### src/rtl/garage_pkg.sv
// garage_pkg: shared types, constants and helpers for the garage gate controller
package garage_pkg;

    localparam int NUM_SLOTS = 6;
    localparam int SLOT_W    = 3;

    typedef enum logic [1:0] {
        IDLE,
        ENTRY_OPEN,
        EXIT_OPEN
    } state_t;

    // seven-segment patterns, bit 0 = a ... bit 6 = g, active-high
    localparam logic [6:0] SEG_0 = 7'h3F;
    localparam logic [6:0] SEG_1 = 7'h06;
    localparam logic [6:0] SEG_2 = 7'h5B;
    localparam logic [6:0] SEG_3 = 7'h4F;
    localparam logic [6:0] SEG_4 = 7'h66;
    localparam logic [6:0] SEG_5 = 7'h6D;
    localparam logic [6:0] SEG_6 = 7'h7D;

    function automatic logic [SLOT_W-1:0] free_count(input logic [NUM_SLOTS-1:0] o);
        int n;
        n = 0;
        for (int i = 0; i < NUM_SLOTS; i++) n += int'(o[i]);
        return SLOT_W'(NUM_SLOTS - n);
    endfunction

    function automatic logic [6:0] seg_decode(input logic [SLOT_W-1:0] n);
        case (n)
            3'd0:    return SEG_0;
            3'd1:    return SEG_1;
            3'd2:    return SEG_2;
            3'd3:    return SEG_3;
            3'd4:    return SEG_4;
            3'd5:    return SEG_5;
            3'd6:    return SEG_6;
            default: return 7'h00;
        endcase
    endfunction

endpackage

### src/rtl/garage_free_slot_enc.sv
// garage_free_slot_enc: lowest-index free slot priority encoder over the occupancy vector
module garage_free_slot_enc
    import garage_pkg::*;
(
    input  logic [NUM_SLOTS-1:0] occ,
    output logic [SLOT_W-1:0]    idx,
    output logic                 any_free
);

    // scan downward so the lowest free index is the last one written
    always_comb begin
        idx = '0;
        for (int i = NUM_SLOTS - 1; i >= 0; i--)
            if (!occ[i]) idx = SLOT_W'(i);
    end

    assign any_free = ~&occ;

endmodule

### src/rtl/garage_gate_ctrl.sv
// garage_gate_ctrl: slot occupancy, entry/exit arbitration and gate timing
// Optional free-count seven-segment output enabled by defining GARAGE_SEG_EN.
module garage_gate_ctrl
    import garage_pkg::*;
#(
    parameter int GATE_CYCLES = 8
) (
    input  logic                 clk,
    input  logic                 rst_n,
    input  logic                 entry_req,
    input  logic                 exit_req,
    input  logic [SLOT_W-1:0]    exit_slot,
    output logic [NUM_SLOTS-1:0] occ,
    output logic [SLOT_W-1:0]    free_cnt,
    output logic                 full,
    output logic                 empty,
    output logic                 entry_gate,
    output logic                 exit_gate,
    output logic                 assign_valid,
    output logic [SLOT_W-1:0]    assign_slot,
    output logic                 reject,
    output logic                 err
`ifdef GARAGE_SEG_EN
    ,
    output logic [6:0]           seg
`endif
);

    localparam logic [7:0] TIMER_LOAD = 8'(GATE_CYCLES - 1);

    state_t                 state, state_n;
    logic [7:0]             timer, timer_n;
    logic                   entry_d, exit_d;
    logic                   entry_pend, exit_pend;
    logic                   entry_clr, exit_clr;
    logic [SLOT_W-1:0]      exit_slot_q;
    logic [NUM_SLOTS-1:0]   occ_n;
    logic                   entry_gate_n, exit_gate_n;
    logic                   assign_valid_n, reject_n, err_n;
    logic [SLOT_W-1:0]      assign_slot_n;
    logic [SLOT_W-1:0]      free_idx;
    logic                   any_free;
    logic [7:0]             occ_ext;
    logic                   exit_ok;
    logic                   entry_rise, exit_rise;

    garage_free_slot_enc u_enc (
        .occ      (occ),
        .idx      (free_idx),
        .any_free (any_free)
    );

    assign entry_rise = entry_req & ~entry_d;
    assign exit_rise  = exit_req & ~exit_d;
    assign occ_ext    = {2'b00, occ};
    assign exit_ok    = (exit_slot_q < SLOT_W'(NUM_SLOTS)) && occ_ext[exit_slot_q];

    // edge detection and pending requests; a service clear beats a rise on the same edge
    always_ff @(posedge clk or negedge rst_n) begin
        if (!rst_n) begin
            entry_d     <= 1'b0;
            exit_d      <= 1'b0;
            entry_pend  <= 1'b0;
            exit_pend   <= 1'b0;
            exit_slot_q <= '0;
        end else begin
            entry_d    <= entry_req;
            exit_d     <= exit_req;
            entry_pend <= ~entry_clr & (entry_pend | entry_rise);
            exit_pend  <= ~exit_clr & (exit_pend | exit_rise);
            if (exit_rise && !exit_pend) exit_slot_q <= exit_slot;
        end
    end

    // next state and output decisions; exit requests win over entry in IDLE
    always_comb begin
        state_n        = state;
        timer_n        = timer;
        occ_n          = occ;
        entry_gate_n   = entry_gate;
        exit_gate_n    = exit_gate;
        assign_valid_n = 1'b0;
        assign_slot_n  = assign_slot;
        reject_n       = 1'b0;
        err_n          = 1'b0;
        entry_clr      = 1'b0;
        exit_clr       = 1'b0;
        case (state)
            IDLE: begin
                if (exit_pend) begin
                    exit_clr = 1'b1;
                    if (exit_ok) begin
                        occ_n       = occ & ~(NUM_SLOTS'(1) << exit_slot_q);
                        exit_gate_n = 1'b1;
                        timer_n     = TIMER_LOAD;
                        state_n     = EXIT_OPEN;
                    end else begin
                        err_n = 1'b1;
                    end
                end else if (entry_pend) begin
                    entry_clr = 1'b1;
                    if (any_free) begin
                        occ_n          = occ | (NUM_SLOTS'(1) << free_idx);
                        assign_slot_n  = free_idx;
                        assign_valid_n = 1'b1;
                        entry_gate_n   = 1'b1;
                        timer_n        = TIMER_LOAD;
                        state_n        = ENTRY_OPEN;
                    end else begin
                        reject_n = 1'b1;
                    end
                end
            end
            ENTRY_OPEN, EXIT_OPEN: begin
                if (timer == 8'd0) begin
                    entry_gate_n = 1'b0;
                    exit_gate_n  = 1'b0;
                    state_n      = IDLE;
                end else begin
                    timer_n = timer - 8'd1;
                end
            end
            default: state_n = IDLE;
        endcase
    end

    // state register with occupancy and all derived outputs registered together
    always_ff @(posedge clk or negedge rst_n) begin
        if (!rst_n) begin
            state        <= IDLE;
            timer        <= 8'd0;
            occ          <= '0;
            free_cnt     <= SLOT_W'(NUM_SLOTS);
            full         <= 1'b0;
            empty        <= 1'b1;
            entry_gate   <= 1'b0;
            exit_gate    <= 1'b0;
            assign_valid <= 1'b0;
            assign_slot  <= '0;
            reject       <= 1'b0;
            err          <= 1'b0;
        end else begin
            state        <= state_n;
            timer        <= timer_n;
            occ          <= occ_n;
            free_cnt     <= free_count(occ_n);
            full         <= &occ_n;
            empty        <= ~|occ_n;
            entry_gate   <= entry_gate_n;
            exit_gate    <= exit_gate_n;
            assign_valid <= assign_valid_n;
            assign_slot  <= assign_slot_n;
            reject       <= reject_n;
            err          <= err_n;
        end
    end

`ifdef GARAGE_SEG_EN
    // display digit follows the free count on the same edge
    always_ff @(posedge clk or negedge rst_n) begin
        if (!rst_n) seg <= SEG_6;
        else        seg <= seg_decode(free_count(occ_n));
    end
`endif

endmodule

### config.mk
export PLATFORM = sky130hd
export DESIGN_NAME = garage_gate_ctrl
export DESIGN_NICKNAME = d
export VERILOG_FILES = /design/src/rtl/garage_pkg.sv /design/src/rtl/garage_free_slot_enc.sv /design/src/rtl/garage_gate_ctrl.sv
export SDC_FILE = /design/constraint.sdc
export NUM_CORES = 1
export LEC_CHECK = 0
export ABC_AREA = 1
export CAP_MARGIN = 25
export CELL_PAD_IN_SITES_DETAIL_PLACEMENT = 0
export CELL_PAD_IN_SITES_GLOBAL_PLACEMENT = 1
export CORE_ASPECT_RATIO = 0.6
export CORE_UTILIZATION = 40
export CTS_BUF_LIST = sky130_fd_sc_hd__clkbuf_8
export CTS_CLUSTER_DIAMETER = 100
export DETAILED_ROUTE_END_ITERATION = 10
export PLACE_DENSITY_LB_ADDON = 0.2
export SETUP_SLACK_MARGIN = 0.02
export SLEW_MARGIN = 20
export SYNTH_ARGS = -nofsm -noshare
export SYNTH_HDL_FRONTEND = slang
export SYNTH_SLANG_ARGS = --single-unit
### constraint.sdc
create_clock -name clk -period 5.71 [get_ports clk]
set_input_delay 1.142 -clock clk [delete_from_list [all_inputs] [get_ports clk]]
set_output_delay 1.142 -clock clk [all_outputs]
set_load 0.1 [all_outputs]
Word-level counts from Yosys, hierarchy flattened

Cells that the tools add are included.

Add/sub/neg operators: 7
$lt $le $gt $ge: 2
Equal/unequal tests: 12
Shift operators: 2
Mux-type cells: 49
Bitwise logic cells: 15
Reductions and logical operators: 16

Operators with widths:

| cell                                                       | count |
|---|---|
| two-way mux 8 bit                                          | 5 |
| two-way mux 6 bit                                          | 5 |
| two-way mux 1 bit                                          | 23 |
| two-way mux 3 bit                                          | 6 |
| one-hot mux 8 bit (2 select lines)                         | 1 |
| inequality test 2 bit, second input constant               | 7 |
| AND reduction 4 bit                                        | 3 |
| AND reduction 6 bit                                        | 2 |
| left shift 1 x 3 -> 6 bit, first input constant            | 2 |
| two-way mux 2 bit                                          | 5 |
| AND reduction 5 bit                                        | 2 |
| adder 3 x 1 -> 3 bit                                       | 3 |
| inequality test 3 bit, second input constant               | 3 |
| zero test 8 bit                                            | 1 |
| subtractor 8 x 1 -> 8 bit, second input constant           | 1 |
| bitwise AND 6 bit                                          | 1 |
| NOT 1 bit                                                  | 6 |
| NOT 6 bit                                                  | 1 |
| OR 6 bit                                                   | 1 |
| OR reduction 6 bit                                         | 1 |
| bitwise AND 1 bit                                          | 4 |
| less-than comparator 3 x 4 -> 1 bit, second input constant | 1 |
| one-hot mux 1 bit (2 select lines)                         | 2 |
| one-hot mux 2 bit (2 select lines)                         | 1 |
| other kinds (13)                                           | 16 |

Register bits after elaboration: 36
Bits of input ports: 7
Output and inout bits: 19
Logic and storage cells: 120

Logic depth before layout (Yosys ltp)

Gate-level depths: netlist of run 1.

Depth in word-level cells: 18
Gate-level depth with buffers: 16
Mapped depth without buffers: 15

Modules after synthesis

A second synthesis of run 1 with hierarchy kept.

Cells, all modules: 248
Area, all modules: 2038.2 um^2

By module, submodules not included:

| module               | instances | cells an instance | area an instance (um^2) | sequential area each (um^2) |
|---|---|---|---|---|
| garage_gate_ctrl     | 1         | 234               | 1975.6                  | 904.6 |
| garage_free_slot_enc | 1         | 14                | 62.6                    | 0.0 |

Worst setup path after synthesis of run 1

Ideal clock, no wire load.

Path kind: reg2reg
From: register occ[0]
To: register free_cnt[2]
Library setup time: 0.075 ns
Data arrival time: 3.173 ns
Data required time: 5.635 ns
Path slack: 2.461 ns
Cell stages (with the launch flop): 16
Buffers on the path: 1
Period minus slack after synthesis: 3.249 ns
Cell sequence: dfrtp_1 buf_2 nand2_1 nand2_1 nand2_2 nand2_2 nand2_4 nand2_1 nand4_1 nand2_1 fa_1 inv_1 ha_1 fa_1 ha_1 xnor2_1

Word-level cells in the longest chain between the ends: 13
Elaborated cells on any way between the ends: 19
Those cells by class: add/sub (6); shift (1); mux (8); bitwise (2); reduce/logical (2)

Ends and longest elaborated chain:

| element                            | line                       | RTL |
|---|---|---|
| start, declared                    | garage_gate_ctrl.sv:13     | `output logic [NUM_SLOTS-1:0] occ,` |
| start signal, assigned             | garage_gate_ctrl.sv:145    | `occ <= occ_n;` |
| two-way mux 3 bit                  | garage_free_slot_enc.sv:14 | `if (!occ[i]) idx = SLOT_W'(i);` |
| left shift 1 x 3 -> 6 bit          | garage_gate_ctrl.sv:103    | `occ_n = occ \| (NUM_SLOTS'(1) << free_idx);` |
| OR 6 bit                           | garage_gate_ctrl.sv:103    |  |
| two-way mux 6 bit                  | garage_gate_ctrl.sv:102    | `if (any_free) begin` |
| two-way mux 6 bit                  | garage_gate_ctrl.sv:100    | `end else if (entry_pend) begin` |
| two-way mux 6 bit                  | garage_gate_ctrl.sv:90     | `if (exit_pend) begin` |
| two-way mux 6 bit *                | garage_gate_ctrl.sv:88     | `case (state)` |
| adder 1 x 1 -> 2 bit               | garage_pkg.sv:25           | `for (int i = 0; i < NUM_SLOTS; i++) n += int'(o[i]);` |
| adder 2 x 1 -> 3 bit               | garage_pkg.sv:25           |  |
| adder 3 x 1 -> 3 bit (2 in series) | garage_pkg.sv:25           |  |
| adder 3 x 1 -> 3 bit *             | garage_pkg.sv:25           |  |
| subtractor 3 bit *                 | garage_pkg.sv:26           | `return SLOT_W'(NUM_SLOTS - n);` |
| end signal, assigned               | garage_gate_ctrl.sv:133    | `free_cnt <= SLOT_W'(NUM_SLOTS);` |
| end signal, assigned               | garage_gate_ctrl.sv:146    | `free_cnt <= free_count(occ_n);` |
| end, declared                      | garage_gate_ctrl.sv:14     | `output logic [SLOT_W-1:0] free_cnt,` |

Every way passes the cells marked *; elsewhere a longest branch is shown, timed or not. The select of a mux whose other input is x is not followed.
A chain may end at the register's enable or synchronous reset.

Worst setup path in the final report of run 1

From: register state[0]
To: register free_cnt[2]

Word-level cells in the longest chain between the ends: 8

Ends and longest elaborated chain:

| element                            | line                    | RTL |
|---|---|---|
| start, declared                    | garage_gate_ctrl.sv:31  | `state_t state, state_n;` |
| start signal, assigned             | garage_gate_ctrl.sv:143 | `state <= state_n;` |
| zero test 2 bit *                  | garage_gate_ctrl.sv:88  |  |
| two-way mux 6 bit *                | garage_gate_ctrl.sv:88  |  |
| adder 1 x 1 -> 2 bit               | garage_pkg.sv:25        |  |
| adder 2 x 1 -> 3 bit               | garage_pkg.sv:25        |  |
| adder 3 x 1 -> 3 bit (2 in series) | garage_pkg.sv:25        |  |
| adder 3 x 1 -> 3 bit *             | garage_pkg.sv:25        |  |
| subtractor 3 bit *                 | garage_pkg.sv:26        |  |

Every way passes the cells marked *; elsewhere a longest branch is shown, timed or not.

==> impl_metrics.env, run 1 <==
export IMPL_grt_max_degree=37
export IMPL_port_buffers=25
export IMPL_grt_ovfl_total=0
export IMPL_grtUsageTotal_pct=20.1
export IMPL_status="finished, final reports clean"
export IMPL_clk_pin_slew_ns=0.08
export IMPL_layout_commonest_cell="nand2_1"
export IMPL_syn_avg_cell_area_um2=7.90
export IMPL_hpwl_um=3760
export IMPL_skew_ns=0.00427
export IMPL_drtIter0Drc=108
export IMPL_synth_area_mm2=0.00205
export IMPL_crit_path_max_incr_delay_ns=0.49
export IMPL_dr_pass1_iters=5
export IMPL_fmax_ghz=0.304
export IMPL_syn_to_final_growth_pct=18.4
export IMPL_grt_busiest_layer="met1"
export IMPL_cp_arrival_ns=3.51
export IMPL_max_slew_worst_pin_slew_ns=0.985
export IMPL_critPathRequiredTime_ns=5.93
export IMPL_met2_usage_pct=22.2
export IMPL_rsz0062_at_grt="false"
export IMPL_cts_buffers=5
export IMPL_die_area_mm2=0.00542
export IMPL_endpoint_kind="flop"
export IMPL_hold_path_depth=2
export IMPL_syn_num_nets=276
export IMPL_fp_dieW_um=94.4
export IMPL_cp_start_kind="flop"
export IMPL_ys_seq_elements=36
export IMPL_cts_root_buf="clkbuf_8"
export IMPL_drc_errors=0
export IMPL_slew_headroom_pct=34.1
export IMPL_cts_tree="built"
export IMPL_via_per_inst=4.85
export IMPL_clock_sinks=36
export IMPL_htreeDepth=2
export IMPL_initial_core_util_pct=43.3
export IMPL_fin_tns_setup_ns=0
export IMPL_die_height_um=57.4
export IMPL_drt_wl_total_um=4830
export IMPL_cts_buffer_depth=2
export IMPL_slew_violations=0
export IMPL_critical_path_peak_fanout=10
export IMPL_yosysSeqAreaShare_pct=44.2
export IMPL_postCtsSetupBuffers=0
export IMPL_setup_viol=0
export IMPL_core_area_mm2=0.00473
export IMPL_met3_usage_pct=7.60
export IMPL_n_antenna_cell=0
export IMPL_grt_pass1_wl_um=7900
export IMPL_ant_nets=0
export IMPL_synthCells=259
export IMPL_final_hold_viol_count=0
export IMPL_hp_class="flop to flop"
export IMPL_worstSetupPathType="flop to flop"
export IMPL_yosysWarnings=0
export IMPL_drive_gt1_share_pct=10.4
export IMPL_vias=1702
export IMPL_ios=26
export IMPL_cts_repair_resize_count=0
export IMPL_max_cap_violations=0
export IMPL_min_period_over_period_pct=57.6
export IMPL_fillCellCount=480
export IMPL_place_congestion=0.806
export IMPL_clk_latency_ns=0.29
export IMPL_fin_crit_ns=3.29
export IMPL_path_cells="inv_1, ha_1, inv_2, nor2_4, nand2_1, inv_1, nand2_1, o21ai_1, nand2_1, fa_1, inv_1, ha_1, fa_1, ha_1, xnor2_1"
export IMPL_synth_cell_types=29
export IMPL_row_count=19
export IMPL_layout_common_cells="nand2_1, inv_1, dfrtp_1, nand3_1, clkdlybuf4s50_1"
export IMPL_worst_r2r_path_depth=15
export IMPL_routedWlPerCell_um=13.8
export IMPL_hold_buffers=0
export IMPL_slowest_stage="fa_1"
export IMPL_met1_usage_pct=34.0
export IMPL_layout_nets=304
export IMPL_antenna_found_initial=0
export IMPL_grt_pass1_vias=1522
-- sequential cells by signal, indices dropped and copies added, names as in the netlist --
name,cells
state,2
full,1
exit_gate,1
assign_slot,3
entry_d,1
free_cnt,3
entry_pend,1
assign_valid,1
timer,8
exit_d,1
reject,1
err,1
entry_gate,1
exit_slot_q,3
occ,6
exit_pend,1
empty,1
-- logic make-up after synthesis --
group	after synthesis	share of synthesized area, %
and+or+nand+nor	147	32.7
buffers and inverters	42	8.68
DFF	36	44.2
AOI/OAI and AO/OA	19	5.07
adders and majority gates	10	7.21
xor gates and xnor gates	5	2.14
-- through the flow --
stage / utilization [%] / area [um2] / worst slack (ns) / cells / hold slack (ns)
floorplan: - / 2050 / 2.46 / 259 / 0.464
global placement: 49.4 / 2340 / 2.62 / 343 / 0.470
detailed placement: 49.4 / 2340 / 2.44 / 343 / 0.475
CTS: 51.2 / 2420 / 2.45 / 351 / 0.494
global route: 51.2 / 2420 / 2.24 / 351 / 0.524
finish: 51.2 / 2420 / 2.42 / 351 / 0.489
-- critical path: cells and delay by family (launching register included) --
family                   cells  cell delay (ns)
adder cells (fa/ha/maj)      5             1.72
AND/OR/NAND/NOR              4             0.46
flip-flops                   1             0.39
buffers and inverters        4             0.31
AO/OA/AOI/OAI                1             0.17
XOR/XNOR                     1             0.14
-- routing by layer --
metal  part of all wire (%)  routed length (um)  vias up
met5                      0                   0        -
met4                   0.75                  36        0
met3                    8.8                 423        5
met2                     34                1650       56
met1                     56                2720      778
li1                       -                   -      863
-- synthesized netlist by cell type --
library cell  count  area (um2)
o21bai_1          1        7.51
dfrtp_1          33         826
nor2_2            1        6.26
inv_1            34         128
o21ai_0          11        55.1
o21ai_1           1        5.00
fa_1              3        60.1
a21oi_1           4        20.0
buf_4             1        7.51
buf_2             1        5.00
nand2_1          78         293
nand3b_1          2        15.0
buf_6             2        22.5
xnor2_1           2        17.5
nor2_1           22        82.6
ha_1              7        87.6
nor2_4            2        22.5
nand3_1          25         125
nand4_1           5        31.3
inv_2             4        15.0
or2_2             1        6.26
nand2_2           6        37.5
a21boi_0          1        7.51
nand2_4           2        22.5
dfstp_2           3        78.8
nor3_1            2        10.0
a21oi_2           1        8.76
nand3_4           1        17.5
xor2_1            3        26.3
-- final timing paths --
check                            endpoint  slack, ns           start
max                           free_cnt[2]       2.42        state[0]
min                        assign_slot[1]       0.49  assign_slot[1]
max reg2reg                   free_cnt[2]       2.42        state[0]
min reg2reg                assign_slot[1]       0.49  assign_slot[1]
max in group asynchronous       exit_pend       4.26           rst_n
min in group asynchronous         entry_d       0.94           rst_n
-- cell type report --
class,count,area (um2),share of cell area (%)
timing repair buffer,25,245,10.1
inverter,38,143,5.89
sequential,36,905,37.3
clock buffer,5,68.8,2.84
multi-input combinational,181,965,39.8
tap,63,78.8,3.25
clock inverter,3,18.8,0.774
Power of run 1 is left out: the tool's default activity adds up to more than one toggle a clock period on the data nets, which glitch-free logic cannot reach.
==> inputs of run 2 (changes only) <==
Settings changed: CORE_UTILIZATION 40 to 38.
Clock period 5.71 ns to 3 ns, I/O delays scaled along.
==> impl_metrics.env, run 2 (synthesized netlist as in run 1, its figures left out) <==
export IMPL_max_slew_worst_pin_slew_ns=0.824
export IMPL_drtIter0Drc=96
export IMPL_fp_dieW_um=96.8
export IMPL_routedWlPerCell_um=13.9
export IMPL_endpoint_kind="flop"
export IMPL_drc_errors=0
export IMPL_row_count=20
export IMPL_worst_r2r_path_depth=11
export IMPL_slew_violations=0
export IMPL_dr_pass1_iters=4
export IMPL_critical_path_peak_fanout=6
export IMPL_clock_sinks=36
export IMPL_rsz0062_at_grt="false"
export IMPL_skew_ns=0.00624
export IMPL_layout_commonest_cell="nand2_1"
export IMPL_largest_reg_flops=8
export IMPL_cts_tree="built"
export IMPL_min_period_over_period_pct=97.2
export IMPL_die_area_mm2=0.00569
export IMPL_fin_crit_ns=2.92
export IMPL_slew_headroom_pct=45.1
export IMPL_ant_nets=0
export IMPL_r2r_end="free_cnt[2]"
export IMPL_layout_common_cells="nand2_1, inv_1, dfrtp_1, nand3_1, buf_4"
export IMPL_grtUsageTotal_pct=18.6
export IMPL_antenna_found_initial=0
export IMPL_met1_usage_pct=31.9
export IMPL_finish_instance_area_mm2=0.00249
export IMPL_setup_viol=0
export IMPL_core_area_mm2=0.00513
export IMPL_status="finished, final reports clean"
export IMPL_grt_max_degree=37
export IMPL_r2r_slack_ns=0.08
export IMPL_max_cap_violations=0
export IMPL_fmax_ghz=0.343
export IMPL_worstSetupPathType="flop to flop"
export IMPL_fin_cells=359
export IMPL_grt_ovfl_total=0
export IMPL_vias=1713
export IMPL_via_per_inst=4.77
export IMPL_grt_busiest_layer="met1"
export IMPL_top_register="timer"
export IMPL_drt_wl_total_um=4970
export IMPL_place_area_mm2=0.00232
export IMPL_cts_buffer_depth=2
export IMPL_die_height_um=58.9
export IMPL_cp_arrival_ns=3.14
export IMPL_grt_pass1_wl_um=8040
export IMPL_port_buffers=25
export IMPL_cp_start_kind="flop"
export IMPL_reg_largest_list="timer x8, occ x6"
export IMPL_fin_tns_setup_ns=0
export IMPL_n_antenna_cell=0
export IMPL_place_congestion=0.819
export IMPL_timing_rr_start="exit_slot_q[0]"
export IMPL_met2_usage_pct=21.1
export IMPL_htreeDepth=2
export IMPL_cts_root_buf="clkbuf_8"
export IMPL_path_cells="o21ai_0, nand3_1, nand2_2, nand4_1, nand2_2, fa_1, inv_1, ha_2, fa_1, ha_1, xnor2_1"
export IMPL_final_hold_viol_count=0
export IMPL_layout_nets=309
export IMPL_met3_usage_pct=4.87
export IMPL_dp_cells=349
export IMPL_slowest_stage="dfrtp_2"
export IMPL_clk_latency_ns=0.29
export IMPL_hp_class="primary input to async pin"
export IMPL_crit_path_max_incr_delay_ns=0.46
export IMPL_grt_pass1_vias=1537
export IMPL_fin_util_pct=48.5
export IMPL_fillCellCount=524
export IMPL_critical_path_endpoint="free_cnt[2]"
export IMPL_clk_pin_slew_ns=0.08
export IMPL_ios=26
export IMPL_cts_buffers=5
export IMPL_syn_to_final_growth_pct=21.6
export IMPL_crit_start="exit_slot_q[0]"
export IMPL_hpwl_um=3700
export IMPL_critPathRequiredTime_ns=3.22
export IMPL_initial_core_util_pct=39.9
export IMPL_drive_gt1_share_pct=25.9
-- run 2: cell types whose count changed in the layout (fill, tap and decap cells not counted), sizes merged --
| cell | delta |
|---|---|
| inv | +1 |
| clkdlybuf4s50 | -19 |
| bufinv | +1 |
| buf | +24 |
| clkinv | -2 |
-- run 2: worst min path at each step --
stage / from / endpoint / slack, ns / cells past startpoint
finish: rst_n / occ[0] / 0.40 / 1
global route: rst_n / occ[0] / 0.47 / 1
CTS: rst_n / reject / 0.44 / 1
detailed placement: exit_gate / exit_gate / 0.48 / 2
global placement: assign_slot[0] / assign_slot[0] / 0.47 / 2
floorplan: rst_n / assign_slot[0] / 0.30 / 0
-- run 2: through the flow --
stage / hold slack, ns / setup slack, ns
3_3_place_gp: 0.473 / 0.109
4_1_cts: 0.437 / 0.0478
5_1_grt: 0.473 / 0.00934
3_5_place_dp: 0.475 / 0.0838
6_report: 0.400 / 0.0830
2_1_floorplan: 0.304 / 0.0394
-- run 2: layout make-up --
| class | count | area (um2) | area share, % |
|---|---|---|---|
| well taps | 66 | 82.6 | 3.32 |
| inverters | 38 | 143 | 5.73 |
| flip-flops and latches | 36 | 913 | 36.7 |
| clock inverters | 3 | 38.8 | 1.56 |
| clock buffers | 5 | 68.8 | 2.77 |
| repair buffers | 30 | 239 | 9.60 |
| multi-input cells | 181 | 1000 | 40.3 |
-- run 2: timing repair --
item / in CTS / in global routing
gates resized for setup: 0 / 18
hold buffers: 0 / 0
setup endpoints to repair: 0 / 2
buffers inserted: 0 / 2
hold endpoints to repair: 0 / 0
-- run 2: per-layer routing --
layer	share of wire (%)	wire length [um]	up-vias
met5	0	0	-
met4	0.84	42	0
met3	6.5	323	4
met2	34	1720	48
met1	58	2890	787
li1	-	-	874
-- run 2: critical path, delay by kind of cell, from the launching register on --
family,cells,cell delay (ns)
fa+ha+maj,4,1.21
simple gates,4,0.60
flops,1,0.46
compound gates,1,0.36
xor+xnor,1,0.13
buf+inv,1,0.07
Power of run 2 is left out for the same reason.
==> inputs of run 3 (changes only) <==
Settings changed: CORE_MARGIN set to 2, SLEW_MARGIN 20 to unset.
==> impl_metrics.env, run 3 (synthesized netlist as in run 1, its figures left out) <==
export IMPL_status="finished, final reports clean"
export IMPL_endpoint_kind="flop"
export IMPL_top_register="timer"
export IMPL_crit_top_cell="nand2_2"
export IMPL_skew_ns=0.00838
export IMPL_worstSetupPathType="flop to flop"
export IMPL_fmax_ghz=0.350
export IMPL_port_buffers=25
export IMPL_drtIter0Drc=82
export IMPL_place_area_mm2=0.00232
export IMPL_cts_tree="built"
export IMPL_drc_errors=0
export IMPL_hpwl_um=3730
export IMPL_cp_start_kind="flop"
export IMPL_min_period_over_period_pct=95.4
export IMPL_finish_instance_area_mm2=0.00257
export IMPL_initial_core_util_pct=39.9
export IMPL_setup_viol=0
export IMPL_fin_crit_ns=2.86
export IMPL_row_count=20
export IMPL_ios=26
export IMPL_place_congestion=0.817
export IMPL_critPathRequiredTime_ns=3.22
export IMPL_path_cells="inv_4, nand2_1, nand2_1, nand2_2, nand2_4, nand2_4, nand2_2, nand4_1, nand2_2, fa_1, inv_1, ha_2, fa_1, ha_4, xnor2_2"
export IMPL_cts_buffers=5
export IMPL_critical_path_peak_fanout=7
export IMPL_max_cap_violations=0
export IMPL_cp_arrival_ns=3.08
export IMPL_cts_buffer_depth=2
export IMPL_layout_commonest_cell="nand2_1"
export IMPL_largest_reg_flops=8
export IMPL_grt_pass1_vias=1526
export IMPL_slowest_stage="dfrtp_2"
export IMPL_layout_nets=313
export IMPL_vias=1750
export IMPL_cts_root_buf="clkbuf_8"
export IMPL_antenna_found_initial=0
export IMPL_clk_latency_ns=0.29
export IMPL_reg_largest_list="timer x8, occ x6"
export IMPL_clock_sinks=36
export IMPL_grt_max_degree=37
export IMPL_layout_common_cells="nand2_1, inv_1, buf_4, dfrtp_1, nand3_1"
export IMPL_clk_pin_slew_ns=0.07
export IMPL_grtUsageTotal_pct=17.8
export IMPL_die_height_um=60.9
export IMPL_slew_headroom_pct=45.8
export IMPL_max_slew_worst_pin_slew_ns=0.813
export IMPL_dr_pass1_iters=4
export IMPL_ant_nets=0
export IMPL_via_per_inst=4.82
export IMPL_crit_path_max_incr_delay_ns=0.49
export IMPL_drive_gt1_share_pct=28.3
export IMPL_fp_dieW_um=98.8
export IMPL_syn_to_final_growth_pct=25.4
export IMPL_core_area_mm2=0.00513
export IMPL_hold_buffers=0
export IMPL_htreeDepth=2
export IMPL_drt_wl_total_um=5020
export IMPL_die_area_mm2=0.00601
export IMPL_routedWlPerCell_um=13.8
export IMPL_slew_violations=0
export IMPL_final_hold_viol_count=0
export IMPL_grt_pass1_wl_um=8110
export IMPL_hp_class="primary input to async pin"
export IMPL_n_antenna_cell=0
export IMPL_grt_ovfl_total=0
==> run 3: cell count changes in the layout (fill, tap and decap cells not counted), sizes merged <==
cell / change
clkinvlp: +1
buf: +4
inv: -1
==> run 3: metal layers <==
layer	part of all wire, %	routed length (um)	up-vias	GRT usage [%]
met5	0	0	-	0
met2	36	1810	53	20.8
met3	6.0	300	4	5.65
li1	-	-	881	-
met4	0.58	29	0	4.11
met1	57	2870	812	29.8
==> run 3: cell type report <==
type / instances / area (um2)
fillers: 516 / 2560
well taps: 66 / 82.6
inverters: 38 / 145
clock inverters: 3 / 42.5
flip-flops and latches: 36 / 913
repair buffers: 34 / 273
multi-input cells: 181 / 1040
clock buffers: 5 / 68.8
==> run 3: final timing paths <==
| kind | slack [ns] | startpoint | to | cells past startpoint |
|---|---|---|---|---|
| min | 0.40 | rst_n | free_cnt[0] | 1 |
| max in group asynchronous | 2.04 | rst_n | occ[4] | 1 |
| min in group clk | 0.48 | exit_gate | exit_gate | 2 |
| max reg2reg | 0.14 | exit_slot_q[0] | free_cnt[2] | 15 |
| min reg2reg | 0.48 | exit_gate | exit_gate | 2 |
| max | 0.14 | exit_slot_q[0] | free_cnt[2] | 15 |
==> run 3: stage by stage <==
stage / worst slack, ns / hold WS (ns) / setup TNS, ns / instances / util, %
after global placement: 0.117 / 0.466 / 0 / 349 / 45.3
after global routing: -0.00547 / 0.474 / -0.00547 / 363 / 50.0
after detailed placement: 0.0335 / 0.465 / 0 / 349 / 45.3
after floorplan: 0.0394 / 0.304 / 0 / 259 / -
after CTS: 0.0267 / 0.430 / 0 / 357 / 47.5
final: 0.139 / 0.399 / 0 / 363 / 50.0
==> run 3: worst max-delay path, delay by kind of cell, from the launching register on <==
| kind | cells | cell delay, ns |
|---|---|---|
| adders and majority gates | 4 | 1.26 |
| xor gates and xnor gates | 1 | 0.13 |
| DFF | 1 | 0.49 |
| and+or+nand+nor | 8 | 0.74 |
| buffers and inverters | 2 | 0.17 |
==> run 3: repair_timing <==
action	in CTS	in global routing
gates resized for setup	1	26
buffers inserted	0	6
pin swaps	1	11
endpoints found under the setup margin	1	2
Power of run 3 is left out for the same reason.
